`src/rtl/apb_bridge_controller.sv`:
```
// rtl/apb_bridge_controller.sv - AHB-slave-side control FSM of the AHB-to-APB bridge
//
// Accepts single AHB transfers into a 256 MB APB region split across four
// 64 MB slaves, and sequences each one through APB SETUP and ENABLE while
// stalling the AHB master through HREADYout.
//
// Ports:
//   HCLK, HRESETn        clock, asynchronous active-low reset
//   HADDR, HTRANS,       AHB address phase
//   HWRITE, HREADYin
//   HWDATA               AHB write data (data phase)
//   PRDATA_TEMP          APB read data returned from APB_interface
//   HREADYout            0 = stall the master
//   HRDATA, HRESP        AHB read data / response (always OKAY)
//   PADDR_TEMP,          registered APB address, write data, direction
//   PWDATA_TEMP,
//   PWRITE_TEMP
//   PSELX_TEMP           one-hot APB slave select
//   PENABLE_TEMP         APB enable
module apb_bridge_controller #(
    parameter logic [31:0] BASE_ADDR = 32'h8000_0000
) (
    input  logic        HCLK,
    input  logic        HRESETn,
    input  logic [31:0] HADDR,
    input  logic [1:0]  HTRANS,
    input  logic        HWRITE,
    input  logic [31:0] HWDATA,
    input  logic        HREADYin,
    input  logic [31:0] PRDATA_TEMP,
    output logic        HREADYout,
    output logic [31:0] HRDATA,
    output logic [1:0]  HRESP,
    output logic [31:0] PADDR_TEMP,
    output logic [31:0] PWDATA_TEMP,
    output logic        PWRITE_TEMP,
    output logic [3:0]  PSELX_TEMP,
    output logic        PENABLE_TEMP
);

    typedef enum logic [2:0] {
        ST_IDLE,
        ST_WWAIT,
        ST_WRITE,
        ST_WENABLE,
        ST_READ,
        ST_RENABLE
    } state_t;

    state_t      state;
    state_t      state_next;
    logic [1:0]  sel_idx;
    logic        in_region;
    logic        valid;
    logic        accept;

    assign in_region = (HADDR >= BASE_ADDR) && (HADDR <= BASE_ADDR + 32'h0FFF_FFFF);
    assign valid     = HREADYin && (HTRANS == 2'b10 || HTRANS == 2'b11) && in_region;

    // A new address phase is only sampled when no APB access is mid-flight.
    assign accept = (state == ST_IDLE) || (state == ST_RENABLE) || (state == ST_WENABLE);

    always_ff @(posedge HCLK or negedge HRESETn) begin
        if (!HRESETn) begin
            state <= ST_IDLE;
        end else begin
            state <= state_next;
        end
    end

    always_comb begin
        state_next = state;
        case (state)
            ST_IDLE, ST_RENABLE, ST_WENABLE: begin
                if (valid) begin
                    state_next = HWRITE ? ST_WWAIT : ST_READ;
                end else begin
                    state_next = ST_IDLE;
                end
            end
            ST_WWAIT: state_next = ST_WRITE;
            ST_WRITE: state_next = ST_WENABLE;
            ST_READ:  state_next = ST_RENABLE;
            default:  state_next = ST_IDLE;
        endcase
    end

    // Address-side registers only move on an accepted transfer, so they hold
    // their last values through idle periods.
    always_ff @(posedge HCLK or negedge HRESETn) begin
        if (!HRESETn) begin
            PADDR_TEMP  <= 32'h0;
            PWRITE_TEMP <= 1'b0;
            PWDATA_TEMP <= 32'h0;
            sel_idx     <= 2'd0;
        end else begin
            if (accept && valid) begin
                PADDR_TEMP  <= HADDR;
                PWRITE_TEMP <= HWRITE;
                sel_idx     <= HADDR[27:26];
            end
            // HWDATA is only valid in the AHB data phase, which is WWAIT.
            if (state == ST_WWAIT) begin
                PWDATA_TEMP <= HWDATA;
            end
        end
    end

    // Outputs decode straight from the state register so that an asynchronous
    // reset drops select/enable and releases the master immediately.
    always_comb begin
        PSELX_TEMP   = 4'b0000;
        PENABLE_TEMP = 1'b0;
        HREADYout    = 1'b1;
        HRDATA       = 32'h0;
        case (state)
            ST_WWAIT: begin
                HREADYout = 1'b0;
            end
            ST_WRITE, ST_READ: begin
                PSELX_TEMP = 4'b0001 << sel_idx;
                HREADYout  = 1'b0;
            end
            ST_WENABLE: begin
                PSELX_TEMP   = 4'b0001 << sel_idx;
                PENABLE_TEMP = 1'b1;
            end
            ST_RENABLE: begin
                PSELX_TEMP   = 4'b0001 << sel_idx;
                PENABLE_TEMP = 1'b1;
                HRDATA       = PRDATA_TEMP;
            end
            default: begin
            end
        endcase
    end

    assign HRESP = 2'b00;

endmodule

```
`config.mk`:
```
export PLATFORM = sky130hd
export DESIGN_NAME = apb_bridge_controller
export DESIGN_NICKNAME = d
export VERILOG_FILES = /design/src/rtl/apb_bridge_controller.sv
export SDC_FILE = /design/constraint.sdc
export NUM_CORES = 1
export LEC_CHECK = 0
export ABC_AREA = 0
export BUFFER_PORTS_ARGS = -buffer_cell sky130_fd_sc_hd__buf_2
export CAP_MARGIN = 30
export CORE_ASPECT_RATIO = 0.75
export CORE_MARGIN = 2
export CORE_UTILIZATION = 41
export DETAILED_ROUTE_END_ITERATION = 7
export PLACE_DENSITY = 0.84
export SLEW_MARGIN = 10
export SYNTH_ARGS = -nofsm -noshare
export SYNTH_HDL_FRONTEND = slang
export SYNTH_SLANG_ARGS = --single-unit
```
`constraint.sdc`:
```
create_clock -name HCLK -period 2.3 [get_ports HCLK]
set_clock_uncertainty 0.2 [all_clocks]
set_input_delay 0.115 -clock HCLK [delete_from_list [all_inputs] [get_ports HCLK]]
set_output_delay 0.115 -clock HCLK [all_outputs]
set_load 0.01 [all_outputs]
```
# Yosys cells after proc, flatten, opt, wreduce, memory -nomap -nowiden
# Cells that the tools add are included.
[op_classes]
eq_ne = 7
n_shift = 1
muxes = 7
reduce_logical = 12
magnitude_cmp = 2
[ops]
columns = ["operator", "count"]
rows = [
  ["32-bit greater-or-equal comparator, second input constant", 1],
  ["32-bit <= comparator, second input constant", 1],
  ["32-bit two-way mux", 1],
  ["3-bit one-hot mux with 4 select lines", 1],
  ["3-bit by 2-bit equality test with 1-bit output, second input constant", 2],
  ["3-bit equality test, second input constant", 2],
  ["3-bit two-way mux", 2],
  ["3-bit OR reduction", 2],
  ["2-bit equality test, second input constant", 2],
  ["1-bit logical AND", 4],
  ["4-bit two-way mux", 1],
  ["4-bit OR reduction", 1],
  ["1-bit by 2-bit << shifter with 4-bit output, first input constant", 1],
  ["3-bit by 1-bit equality test with 1-bit output, second input constant", 1],
  ["3-bit zero test", 1],
  ["1-bit logical OR", 3],
  ["1-bit two-way mux", 2],
  ["2-bit OR reduction", 1],
]
[totals]
ff_bits = 70
word_cells = 34
output_inout_bits = 105

# Longest topological paths before layout
[depth]
ltp_word = 6
mapped_depth = 6
ltp_nobuf = 4

# Worst setup path before layout
# OpenSTA, ideal clock, no wires.
[synth_timing]
kind = "reg2reg"
start = "register state[1]"
end = "register PADDR_TEMP[0]"
stages_incl_launch_ff = 7
path_buffers = 2
period_less_slack_ns = 1.754
arrival_ns = 1.429
path_slack_ns = 0.546
required_ns = 1.975
cell_sequence = "dfrtp_1 -> buf_4 -> xor2_1 -> nor2_1 -> o21ai_4 -> buf_6 -> mux2_4"
[synth_between]
elab_chain_cells = 4
[synth_rtl]
columns = ["element", "line", "text"]
rows = [
  ["from (decl)", "50", "state_t state;"],
  ["from (signal assigned)", "67", "state <= state_next;"],
  ["3-bit equality test / 3-bit zero test (equally long branches)", "61", "assign accept = (state == ST_IDLE) || (state == ST_RENABLE) || (state == ST_WENABLE);"],
  ["1-bit logical OR", "61", ""],
  ["1-bit logical OR *", "61", ""],
  ["1-bit logical AND *", "97", "if (accept && valid) begin"],
  ["to (signal assigned)", "92", "PADDR_TEMP <= 32'h0;"],
  ["to (signal assigned)", "98", "PADDR_TEMP <= HADDR;"],
  ["to (decl)", "34", "output logic [31:0] PADDR_TEMP,"],
]
# Mark *: on every way between the ends. The rest lies on a longest branch, timed or not.
# A chain may end at the register's enable or synchronous reset.

# Worst setup path after layout
[layout_timing]
start = "register state[2]"
end = "output HRDATA[26]"
[layout_between]
elab_chain_cells = 2
[layout_rtl]
columns = ["element", "line", "text"]
rows = [
  ["3-bit equality test", "116", "case (state)"],
  ["32-bit two-way mux", "116", ""],
  ["to (decl)", "32", "output logic [31:0] HRDATA,"],
]
# No other way between the ends.

==> reports/metrics.cfg <==
[cts]
cts_root_buf=clkbuf_8
cts_max_path_buffers=2
post_cts_buffers=0
cts-buffers-inserted=9
cts_tree=yes
cts.htree.levels=3
clkLatencyLatePin_ns=0.33
path_clk_slew_ns=0.07
cts_num_sinks=68

[synth]
synthMostInstantiatedCell=dfrtp_1
synth_edf_count=0
synth_cell_types=30
ys_dominant_reg_cell=dfrtp_1
synth_area_per_cell_um2=14.5
synth_top_cells_by_area=dfrtp_1, mux2_4, mux2_2
synth_top_area_cell=dfrtp_1
yosys_warnings=0
ys_seq_area_share_pct=56.4
synth_commonest_cells=dfrtp_1, and2_1, mux2_2
async_flop_share_pct=100
ys_ff_latch=68
netlist_area_um2=3020
netlist_instances=208
synth_top_area_share_pct=56.4

[sta]
rsz0062_at_grt=no
tightest_slew_ns=0.565
fin_crit_sh_pct=89.8
finalCriticalPeriod_ns=2.07
fmax_mhz=484
maxSlewViolCount=0
fin_ws_ns=0.234
fin_setup_tns_ns=0
setup_viol=0
hold_violations=0
slew_headroom_pct=62.3

[final_layout]
layout-drive-gt1-share_pct=60.0
nNetsFinal=580
nFillCells=517
area_growth_pct=66.8
diodes=0

[setup_path]
crit_path_end_kind=output port
critical_path_class=reg -> out
arrival_ns=1.75
worstSetupStartpointType=flop
crit_fanout=32
worstPathRequired_ns=1.99

[power_and_ir_drop]
powerDensity_nw_per_um2=1050
p_leak_nw=2.76
peakVddDrop_uv=631

[floorplanning]
num_rows=27
die_h_um=78.3
core_region_area_um2=7230
initial_core_util_pct=41.7
ios=207
die_w_um=103
die_area_um2=8060

[place]
port_buffers=203
dp_slack_ns=0.426
dp_hpwl_mm=5.44
place.gp.congestion=0.703

[global_route]
grt_first_pass_wirelength_mm=12.3
grt_max_degree=46
gr-total-overflow=0
first_global_vias=2597
grt_usage_pct=19.8
antenna_found_initial=0

[detailed_routing]
viasPerCell=4.39
drc=0
drt_pass1_iterations=4
vias=2562
wl_per_cell_um=14.0
wl_mm=8.19
ant_nets=0
drt_iter0_markers=40

[run_status]
status=complete, no violations

[run]
maxCapViolations=0

[min_path]
min_path_type=in -> async

[state kept, by name (all words and copies together) (netlist names)]
register and flops:
PWDATA_TEMP 32, PWRITE_TEMP 1, PADDR_TEMP 32, state 3
[metrics by stage]
stage / cells / total power, W / cell area, um^2 / util [%] / hold WS (ns)
floorplan: 209 / 0.00317 / 3020 / - / -0.381
global placement: 506 / 0.00394 / 4160 / 57.5 / -0.0647
detailed placement: 506 / 0.00405 / 4160 / 57.5 / -0.0558
CTS: 584 / 0.00534 / 5030 / 69.6 / 0.109
global route: 584 / 0.00562 / 5030 / 69.6 / 0.163
finish: 584 / 0.00530 / 5030 / 69.6 / 0.104
[final cells by class]
type                            instances  area [um^2]  area share (%)
Tap cell                              101          126            2.51
Timing Repair Buffer                  271         1720            34.2
Clock inverter                          6          111            2.21
Sequential cell                        68         1700            33.8
Inverter                                3         11.3           0.224
Multi-Input combinational cell        125         1220            24.3
Clock buffer                           10          138            2.74
[repair_timing]
action / CTS / global route
resized for setup: 0 / 1
setup endpoints to repair: 0 / 3
hold buffers: 62 / 0
hold endpoints to repair: 85 / 0
[critical path, cell delays in order, from the launching register on]
cell	delay [ns]
dfrtp_2	0.49
inv_2	0.08
nor3_4	0.25
buf_4	0.29
and2_1	0.17
buf_2	0.13
[layer usage]
layer  wire length [um]  part of all wire (%)  track usage [%]  up-vias
li1                   -                     -                -     1237
met1               3310                    40             22.7     1224
met2               4250                    52             34.2       91
met3                525                   6.4             6.95       10
met4                 99                   1.2             6.84        0
met5                  0                     0                0        -
[where the power goes]
part | switching [W] | internal, W | total (W)
Sequential | 0.000281 | 0.00172 | 0.00200
Combinational | 0.000943 | 0.00116 | 0.00210
Clock | 0.000449 | 0.000749 | 0.00120
[layout by cell type, fill, tap and decap left out, drive strengths merged]
master	netlist	layout
buf	10	209
dfrtp	68	68
dlygate4sd3	0	62
mux2	61	61
and2	37	37
clkbuf	3	10
nor3	4	4
nor2	3	3
bufinv	0	3
inv	3	3
xor2	2	2
nand2	2	2
nand2b	2	2
a21oi	2	2
conb	1	2
clkinv	0	2
and3b	1	1
nor3b	1	1
or2	1	1
nor4	1	1
maj3	1	1
a22o	1	1
a311oi	1	1
a211oi	1	1
and3	1	1
o21ai	1	1
clkinvlp	0	1
[final timing paths]
kind	depth (start not counted)	startpoint	endpoint	slack, ns
hold / removal	2	HRESETn	PWDATA_TEMP[9]	0.10
max in group asynchronous	3	HRESETn	PADDR_TEMP[10]	1.17
hold reg to reg	1	PADDR_TEMP[31]	PADDR_TEMP[31]	0.26
setup / recovery	5	state[2]	HRDATA[26]	0.23
min in group HCLK	5	HTRANS[1]	state[0]	0.15
setup reg to reg	5	state[0]	PADDR_TEMP[22]	0.46
[logic make-up after synthesis]
kind of cell / count (synthesis) / synth area share (%)
compound gates: 6 / 1.70
xor+xnor: 2 / 0.581
fa+ha+maj: 1 / 0.332
buf+inv: 16 / 3.36
flops: 68 / 56.4
mux: 61 / 26.0
other cells: 1 / 0.124
simple gates: 53 / 11.5
(Power assumes the default switching activity.)
